### config.mk
export PLATFORM = sky130hd
export DESIGN_NAME = fetch_unit_flat
export DESIGN_NICKNAME = d
export VERILOG_FILES = /design/src/rtl/fetch_unit_if.sv /design/src/rtl/fetch_unit.sv /design/src/flat_wrapper.sv
export SDC_FILE = /design/constraint.sdc
export NUM_CORES = 1
export LEC_CHECK = 0
export ABC_AREA = 1
export CAP_MARGIN = 30
export CORE_MARGIN = 2
export CORE_UTILIZATION = 41
export CTS_CLUSTER_SIZE = 16
export DETAILED_ROUTE_END_ITERATION = 12
export PLACE_DENSITY = 0.7
export REMOVE_ABC_BUFFERS = 1
export SLEW_MARGIN = 0
export SYNTH_ARGS = -nofsm -noshare
export SYNTH_HDL_FRONTEND = slang
export SYNTH_SLANG_ARGS = --single-unit
### constraint.sdc
create_clock -name clk -period 7.48 [get_ports clk]
set_input_delay 1.122 -clock clk [delete_from_list [all_inputs] [get_ports clk]]
set_output_delay 1.122 -clock clk [all_outputs]
set_load 0.02 [all_outputs]
### src/rtl/fetch_unit_if.sv
// Fetch-stage bus: D-stage redirect controls and ROM data in, fetch PC and
// IF/ID register contents out. The fetch unit uses the master side.
interface fetch_if;
  logic        stall;
  logic [1:0]  npc_sel;
  logic        br_taken;
  logic [15:0] D_imm16;
  logic [25:0] D_imm26;
  logic [31:0] D_jr_target;
  logic [31:0] F_ins;
  logic [31:0] F_pc;
  logic [31:0] D_pc;
  logic [31:0] D_ins;
  logic [31:0] D_pc8;
  logic        D_err;
  logic [31:0] fetch_cnt;

  modport master (
    input  stall, npc_sel, br_taken, D_imm16, D_imm26, D_jr_target, F_ins,
    output F_pc, D_pc, D_ins, D_pc8, D_err, fetch_cnt
  );

  modport slave (
    output stall, npc_sel, br_taken, D_imm16, D_imm26, D_jr_target, F_ins,
    input  F_pc, D_pc, D_ins, D_pc8, D_err, fetch_cnt
  );
endinterface

### src/rtl/fetch_unit.sv
// Instruction fetch stage plus IF/ID pipeline register. Owns the PC, selects
// the next PC from D-stage redirects (one delay slot, never squashed) and
// flags fetches from outside the instruction ROM.
module fetch_unit #(
  parameter logic [31:0] PC_RESET = 32'h0000_3000,
  parameter int          IM_WORDS = 4096
) (
  input  logic   clk,
  input  logic   reset,
  fetch_if.master bus
);

  localparam logic [31:0] PC_LAST = PC_RESET + 32'(4 * IM_WORDS) - 32'd4;

  typedef enum logic [1:0] {
    NPC_SEQ = 2'd0,
    NPC_BR  = 2'd1,
    NPC_J   = 2'd2,
    NPC_JR  = 2'd3
  } npc_sel_e;

  logic [31:0] F_pc_q, F_pc_d;
  logic [31:0] D_pc_q, D_pc_d;
  logic [31:0] D_ins_q, D_ins_d;
  logic        D_err_q, D_err_d;
  logic [31:0] cnt_q, cnt_d;

  logic        F_err;
  logic [31:0] pc4;
  logic [31:0] br_target;
  logic [31:0] npc;

  // Illegal fetch: misaligned or outside the ROM window.
  assign F_err = (F_pc_q[1:0] != 2'b00) || (F_pc_q < PC_RESET) || (F_pc_q > PC_LAST);

  assign pc4       = F_pc_q + 32'd4;
  assign br_target = D_pc_q + 32'd4 + {{14{bus.D_imm16[15]}}, bus.D_imm16, 2'b00};

  // Next-PC select; jr target is used raw so a bad target surfaces as F_err.
  always_comb begin
    npc = pc4;
    unique case (npc_sel_e'(bus.npc_sel))
      NPC_SEQ: npc = pc4;
      NPC_BR:  npc = bus.br_taken ? br_target : pc4;
      NPC_J:   npc = {D_pc_q[31:28], bus.D_imm26, 2'b00};
      NPC_JR:  npc = bus.D_jr_target;
      default: npc = pc4;
    endcase
  end

  // Next state: stall freezes everything, otherwise advance F into D.
  always_comb begin
    F_pc_d  = F_pc_q;
    D_pc_d  = D_pc_q;
    D_ins_d = D_ins_q;
    D_err_d = D_err_q;
    cnt_d   = cnt_q;
    if (!bus.stall) begin
      F_pc_d  = npc;
      D_pc_d  = F_pc_q;
      D_ins_d = F_err ? 32'd0 : bus.F_ins;
      D_err_d = F_err;
      cnt_d   = cnt_q + 32'd1;
    end
  end

  // PC and IF/ID register; reset loads a nop at the reset PC.
  always_ff @(posedge clk or posedge reset) begin
    if (reset) begin
      F_pc_q  <= PC_RESET;
      D_pc_q  <= PC_RESET;
      D_ins_q <= 32'd0;
      D_err_q <= 1'b0;
      cnt_q   <= 32'd0;
    end else begin
      F_pc_q  <= F_pc_d;
      D_pc_q  <= D_pc_d;
      D_ins_q <= D_ins_d;
      D_err_q <= D_err_d;
      cnt_q   <= cnt_d;
    end
  end

  assign bus.F_pc      = F_pc_q;
  assign bus.D_pc      = D_pc_q;
  assign bus.D_ins     = D_ins_q;
  assign bus.D_pc8     = D_pc_q + 32'd8;
  assign bus.D_err     = D_err_q;
  assign bus.fetch_cnt = cnt_q;

endmodule

### src/flat_wrapper.sv
// flat-port wrapper written by rule: the top's interface ports become plain ports
module fetch_unit_flat 
#(
  parameter logic [31:0] PC_RESET = 32'h0000_3000,
  parameter int          IM_WORDS = 4096
)
  (clk, reset, bus_stall, bus_npc_sel, bus_br_taken, bus_D_imm16, bus_D_imm26, bus_D_jr_target, bus_F_ins, bus_F_pc, bus_D_pc, bus_D_ins, bus_D_pc8, bus_D_err, bus_fetch_cnt);
  fetch_if bus_i ();
  input  logic clk;
  input  logic reset;
  input wire logic [$bits(bus_i.stall)-1:0] bus_stall;
  input wire logic [$bits(bus_i.npc_sel)-1:0] bus_npc_sel;
  input wire logic [$bits(bus_i.br_taken)-1:0] bus_br_taken;
  input wire logic [$bits(bus_i.D_imm16)-1:0] bus_D_imm16;
  input wire logic [$bits(bus_i.D_imm26)-1:0] bus_D_imm26;
  input wire logic [$bits(bus_i.D_jr_target)-1:0] bus_D_jr_target;
  input wire logic [$bits(bus_i.F_ins)-1:0] bus_F_ins;
  output wire logic [$bits(bus_i.F_pc)-1:0] bus_F_pc;
  output wire logic [$bits(bus_i.D_pc)-1:0] bus_D_pc;
  output wire logic [$bits(bus_i.D_ins)-1:0] bus_D_ins;
  output wire logic [$bits(bus_i.D_pc8)-1:0] bus_D_pc8;
  output wire logic [$bits(bus_i.D_err)-1:0] bus_D_err;
  output wire logic [$bits(bus_i.fetch_cnt)-1:0] bus_fetch_cnt;
  assign bus_i.stall = bus_stall;
  assign bus_i.npc_sel = bus_npc_sel;
  assign bus_i.br_taken = bus_br_taken;
  assign bus_i.D_imm16 = bus_D_imm16;
  assign bus_i.D_imm26 = bus_D_imm26;
  assign bus_i.D_jr_target = bus_D_jr_target;
  assign bus_i.F_ins = bus_F_ins;
  assign bus_F_pc = bus_i.F_pc;
  assign bus_D_pc = bus_i.D_pc;
  assign bus_D_ins = bus_i.D_ins;
  assign bus_D_pc8 = bus_i.D_pc8;
  assign bus_D_err = bus_i.D_err;
  assign bus_fetch_cnt = bus_i.fetch_cnt;
  fetch_unit #(.PC_RESET(PC_RESET), .IM_WORDS(IM_WORDS)) u_core (.clk(clk), .reset(reset), .bus(bus_i));
endmodule
==> summary.txt, run 1 <==
Detailed routing
  • Drt first pass iters: 5
  • Routed Antenna Nets: 0
  • Residual DRC: 0
  • Via/cell ratio: 5.23
  • Wire per inst: 18.7 um
  • Final wirelength: 37200 um
  • Vias after detailed routing: 10400
  • Initial DRC count: 749

Logic synthesis
  • Post-synth top area share: 31.6%
  • Mapped cell area: 9890 um^2
  • Top_reg_cell synth: dfrtp_1
  • Avg Inst Size Synth: 7.03 um^2
  • Synth Instances: 1407
  • Post-synth EDFFs: 0
  • Synthesized flop and latch total: 129
  • Synth top area cells: dfrtp_1 (32%), nand2_1 (15%), nand3_1 (7.7%), ha_1 (7.6%), inv_1 (6.9%)
  • Number of library cell types mapped by synthesis: 51
  • Register area share after synthesis: 32.7%
  • FFs w/ async S/R, synth: 100%
  • Synth area leader: dfrtp_1
  • Yosys warns: 0

Die
  • Die Y: 159 um
  • Total core area: 23600 um^2
  • Io pins: 273
  • Horiz. Die Dim: 159 um
  • Row count: 56
  • Starting density of the core: 41.9%
  • Full die area: 25400 um^2

Power and ir drop
  • Worst VDD drop: 0.138 mV
  • Internal: 1830 uW
  • PD cells: 226 nW/um^2
  • Power Total: 3060 uW
  • Register share of total power: 29.7%
  • Clock power frac: 30.8%
  • Switching power: 1230 uW
  • Switching fraction of total power: 40.2%
  • Pleak: 0.00657 uW
  • Combinational Power Share: 39.5%

Clock network
  • CTS Sinks: 129
  • CTS Hold Buffers Added: 0
  • Setup Fix Bufs, Post-CTS: 0
  • Clock latency on the worst-skew pair: 0.42 ns
  • Max H-tree Level: 4
  • CTS tree: yes
  • Post-CTS Resized: 0
  • CTS root buf: clkbuf_16
  • Clock buffer depth: 2
  • Worst-path clk slew: 0.07 ns
  • CTS Buf Count: 17

Timing
  • Hold slack: 0.504 ns
  • Final period util: 55.3%
  • Setup violators final: 0
  • Fin Clk Skew: 0.0124 ns
  • Unrepaired setup endpoints after global routing: false
  • Final count of pins violating max slew: 0
  • Fmax: 242 MHz
  • Slew @ Worst Pin: 0.984 ns
  • Setup tns final: 0 ns
  • Slew margin rel.: 34.3%
  • Min Tclk post-route: 4.13 ns
  • Fin. Hold Viols: 0

Cells and area
  • Most frequent cells in the layout: nand2_1 (384), clkdlybuf4s50_1 (270), inv_1 (181)
  • Sequential cell area: 3230 um^2
  • Layout fillers: 2286
  • Fin area: 13500 um^2
  • Final Non-Filler Cells: 1994
  • ANT cells: 0
  • Synth-to-layout area growth: 36.8%
  • Area occupied by multi-input gates: 5780 um^2
  • Final nets: 1835
  • Layout cells sized above 1: 4.78%
  • Most common cell after layout, fill and taps aside: nand2_1

Worst setup path
  • Req. time, crit path: 6.36 ns
  • R2R cell count: 15
  • Worst Path Max Fanout: 6
  • Crit Path Class: register to output pin
  • Crit start category: register
  • CP Capture Type: output pin
  • CP arrival: 3.01 ns

Place
  • Dpl cells: 1962
  • DP HPWL: 29300 um
  • Placed Instance Area: 12900 um^2
  • IO Port Bufs: 272
  • Final Wtd Congestion: 0.999

Job
  • Max Cap Viol: 0

Min path
  • Hold Crit Class: register to register
  • Worst Hold Depth: 1

Global routing
  • Largest net degree at the start of global routing: 73
  • Vias in the first global route: 10600
  • Global-route wire length before repair: 58100 um
  • Grt total ovfl: 0
  • GRT Resource Usage Total: 29.2%
  • Initial antenna violation count: 1

Outcome
  • Outcome: complete, no violations
[sequential cells by signal, indices dropped and copies added, names as in the netlist]
name and count:
u_core.bus.fetch_cnt 32, u_core.bus.D_pc 32, u_core.bus.D_err 1, u_core.bus.D_ins 32, u_core.bus.F_pc 32
[cells in the mapped netlist, types with 3 or more instances]
cell and n:
nor2_2 9, nor3_1 23, buf_2 6, nand3_1 152
nand2_1 384, inv_1 182, o21ai_0 68, a31oi_1 8
dfrtp_1 125, a21o_1 3, o21ai_1 4, nand4_1 34
o21bai_1 6, nand3b_1 5, a22o_1 32, nor2_4 4
o22ai_1 4, nand2_2 6, clkbuf_1 32, a21oi_1 40
buf_4 3, nor2_1 108, xnor2_1 26, nand4_2 3
dfstp_2 4, ha_1 60, nor4_1 6, xor2_1 39
[cell families after synthesis]
group,count (synthesis),synth area share (%)
XOR/XNOR,65,5.76
flip-flops,129,32.7
AO/OA/AOI/OAI,175,10.8
buffers and inverters,227,8.93
AND/OR/NAND/NOR,750,34.1
adder cells (fa/ha/maj),61,7.79
[metrics by stage]
stage	util (%)	worst slack (ns)
finish	57.3	3.35
global route	57.3	3.18
CTS	57.3	3.30
detailed placement	54.6	3.08
global placement	54.5	3.12
floorplan	-	2.92
[metal layers]
layer	wire [um]	track usage [%]	up-vias	part of all wire (%)
met1	15900	36.9	4836	43
met4	947	9.83	2	2.5
li1	-	-	5138	-
met5	13	0	-	0.035
met2	17500	48.5	392	47
met3	2910	7.71	56	7.8
[worst max-delay path, cell delays in order (launching register included)]
cell and delay, ns:
dfrtp_1 0.47, ha_1 0.26, nand3_2 0.13, nor3_4 0.28, nand2_4 0.12, nor2_8 0.14
nand3b_4 0.12, nor2_4 0.13, nand2_2 0.08, nor2_2 0.09, xor2_1 0.16, clkdlybuf4s50_1 0.63
[power groups by stage]
stage | combinational, uW | sequential, uW | clock [uW]
finish | 1210 | 908 | 943
global route | 1330 | 920 | 987
CTS | 1210 | 906 | 957
detailed placement | 1200 | 917 | 0
global placement | 1200 | 918 | 0
floorplan | 603 | 976 | 0
[path summary, 6_finish.rpt]
check | slack [ns] | to | start
setup / recovery | 3.35 | bus_D_pc8[31] | u_core.bus.D_pc[4]
hold / removal | 0.50 | u_core.bus.fetch_cnt[31] | u_core.bus.fetch_cnt[31]
setup reg to reg | 4.59 | u_core.bus.F_pc[31] | u_core.bus.D_pc[3]
hold reg to reg | 0.50 | u_core.bus.fetch_cnt[31] | u_core.bus.fetch_cnt[31]
max in group asynchronous | 5.14 | u_core.bus.D_pc[30] | reset
min in group asynchronous | 1.15 | u_core.bus.fetch_cnt[9] | reset
[cell type report]
| class | instances | share of cell area (%) |
|---|---|---|
| Multi-Input combinational cell | 1051 | 42.7 |
| Tap cell | 319 | 2.95 |
| Sequential cell | 129 | 23.9 |
| Inverter | 185 | 5.19 |
| Clock buffer | 18 | 3.17 |
| Timing Repair Buffer | 278 | 20.5 |
| Clock inverter | 14 | 1.59 |
Note: power is estimated with default switching activity, not from simulation.
==> run 2, diff against run 1 <==
--- a/config.mk
+++ b/config.mk
@@ -11,7 +11,7 @@
 export CORE_UTILIZATION = 41
 export CTS_CLUSTER_SIZE = 16
 export DETAILED_ROUTE_END_ITERATION = 12
-export PLACE_DENSITY = 0.7
+export PLACE_DENSITY = 0.73
 export REMOVE_ABC_BUFFERS = 1
 export SLEW_MARGIN = 0
 export SYNTH_ARGS = -nofsm -noshare
==> constraint.sdc (replaced) <==
create_clock -name clk -period 3.4 [get_ports clk]
set_input_delay 0.51 -clock clk [delete_from_list [all_inputs] [get_ports clk]]
set_output_delay 0.51 -clock clk [all_outputs]
set_load 0.02 [all_outputs]
==> summary.txt, run 2 (synthesis results as in run 1) <==
Outcome
  • Outcome: complete, no violations

Power and ir drop
  • PD cells: 488 nW/um^2
  • Clock power frac: 29.8%
  • Worst VDD drop: 0.289 mV
  • Combinational Power Share: 40.1%
  • Register share of total power: 30.1%
  • Switching fraction of total power: 41.4%
  • Internal: 3890 uW
  • Pleak: 0.00667 uW
  • Switching power: 2750 uW

Min path
  • Worst Hold Depth: 1
  • Hold Crit Class: register to register

Detailed routing
  • Residual DRC: 0
  • Drt first pass iters: 6
  • Routed Antenna Nets: 0
  • Wire per inst: 18.6 um
  • Vias after detailed routing: 10600
  • Final wirelength: 37300 um
  • Via/cell ratio: 5.30
  • Initial DRC count: 686

Die
  • Starting density of the core: 41.9%
  • Row count: 56
  • Full die area: 25400 um^2
  • Total core area: 23600 um^2
  • Die Y: 159 um
  • Io pins: 273
  • Horiz. Die Dim: 159 um

Worst setup path
  • R2R cell count: 13
  • Crit start category: register
  • CP arrival: 2.72 ns
  • Req. time, crit path: 2.89 ns
  • CP Capture Type: output pin
  • Worst Path Max Fanout: 6
  • Crit Path Class: register to output pin

Place
  • Placed Instance Area: 13000 um^2
  • Final Wtd Congestion: 1.03
  • DP HPWL: 29300 um
  • IO Port Bufs: 272

Global routing
  • GRT Resource Usage Total: 29.1%
  • Grt total ovfl: 0
  • Global-route wire length before repair: 58100 um
  • Largest net degree at the start of global routing: 70
  • Vias in the first global route: 10600
  • Initial antenna violation count: 0

Timing
  • Hold slack: 0.485 ns
  • Final count of pins violating max slew: 0
  • Fin. Hold Viols: 0
  • Slew margin rel.: 49.8%
  • Setup tns final: 0 ns
  • Unrepaired setup endpoints after global routing: false
  • Fin Clk Skew: 0.0151 ns
  • Fmax: 310 MHz
  • Slew @ Worst Pin: 0.753 ns
  • Final period util: 95.0%
  • Setup violators final: 0
  • Min Tclk post-route: 3.23 ns

Cells and area
  • Synth-to-layout area growth: 37.6%
  • Area occupied by multi-input gates: 5780 um^2
  • Most frequent cells in the layout: nand2_1 (384), clkdlybuf4s50_1 (263), inv_1 (181)
  • Sequential cell area: 3240 um^2
  • Fin area: 13600 um^2
  • ANT cells: 0
  • Final nets: 1848
  • Layout cells sized above 1: 5.86%
  • Most common cell after layout, fill and taps aside: nand2_1
  • Core Util, Final: 57.7%
  • Layout fillers: 2331

Clock network
  • CTS Sinks: 129
  • CTS Hold Buffers Added: 0
  • CTS root buf: clkbuf_16
  • Max H-tree Level: 4
  • CTS tree: yes
  • CTS Buf Count: 17
  • Clock latency on the worst-skew pair: 0.43 ns
  • Worst-path clk slew: 0.07 ns
  • Clock buffer depth: 2

Job
  • Max Cap Viol: 0
run 2: cell count changes in the layout (fill, tap and decap cells not counted), sizes merged:
| cell | before | now |
|---|---|---|
| clkinv | 0 | 2 |
| buf | 8 | 21 |
| clkinvlp | 2 | 1 |
| clkdlybuf4s50 | 270 | 263 |
| dlygate4sd2 | 0 | 4 |
| inv | 193 | 195 |
| bufinv | 4 | 2 |
| clkbuf | 18 | 17 |
| dlymetal6s2s | 0 | 3 |
run 2: timing repair:
action | in CTS | in global routing
pin swaps | 1 | 0
endpoints found under the setup margin | 6 | 3
resized for setup | 8 | 4
buffers inserted | 1 | 0
run 2: final cells by class:
class	instances	share of cell area (%)
clock buffers	17	3.12
clock inverters	15	1.39
inverters	185	5.16
flip-flops and latches	129	23.8
repair buffers	291	21.2
well taps	319	2.93
multi-input cells	1051	42.4
run 2: worst paths after layout:
path                                     startpoint                        to  slack (ns)
min in group asynchronous                     reset      u_core.bus.D_ins[21]        0.53
max reg2reg                      u_core.bus.D_pc[3]       u_core.bus.F_pc[17]        0.58
min reg2reg                u_core.bus.fetch_cnt[31]  u_core.bus.fetch_cnt[31]        0.48
max                              u_core.bus.D_pc[3]             bus_D_pc8[23]        0.17
min                        u_core.bus.fetch_cnt[31]  u_core.bus.fetch_cnt[31]        0.48
max in group asynchronous                     reset      u_core.bus.D_ins[22]        2.07
run 2: power groups by stage:
stage / clock network (uW) / logic [uW] / registers [uW]
final: 1980 / 2660 / 2000
after CTS: 2000 / 2650 / 1990
after detailed placement: 0 / 2650 / 2010
after global routing: 2070 / 2910 / 2020
after global placement: 0 / 2620 / 2020
after floorplan: 0 / 1330 / 2150
run 2: through the flow:
step	worst slack, ns	total power [uW]	instances
after floorplan	-0.544	3470	1365
after global placement	0.129	4640	1974
after detailed placement	0.121	4660	1974
after CTS	0.00886	6650	2007
after global routing	0.0354	7000	2007
final	0.170	6640	2007
run 2: critical path, stage by stage (launching register included):
cell	delay, ns
dfrtp_1	0.46
ha_1	0.26
nand3_2	0.14
nor3_4	0.27
nand2_4	0.11
nor2_8	0.14
nand3b_4	0.11
xnor2_1	0.15
clkdlybuf4s50_1	0.65
run 2: routing by layer:
metal	vias to the layer above	wire length (um)	global-route usage, %
met5	-	0	0
met4	0	1330	11.1
met3	78	3130	6.49
met2	470	17400	49.3
met1	4933	15400	36.4
li1	5159	-	-
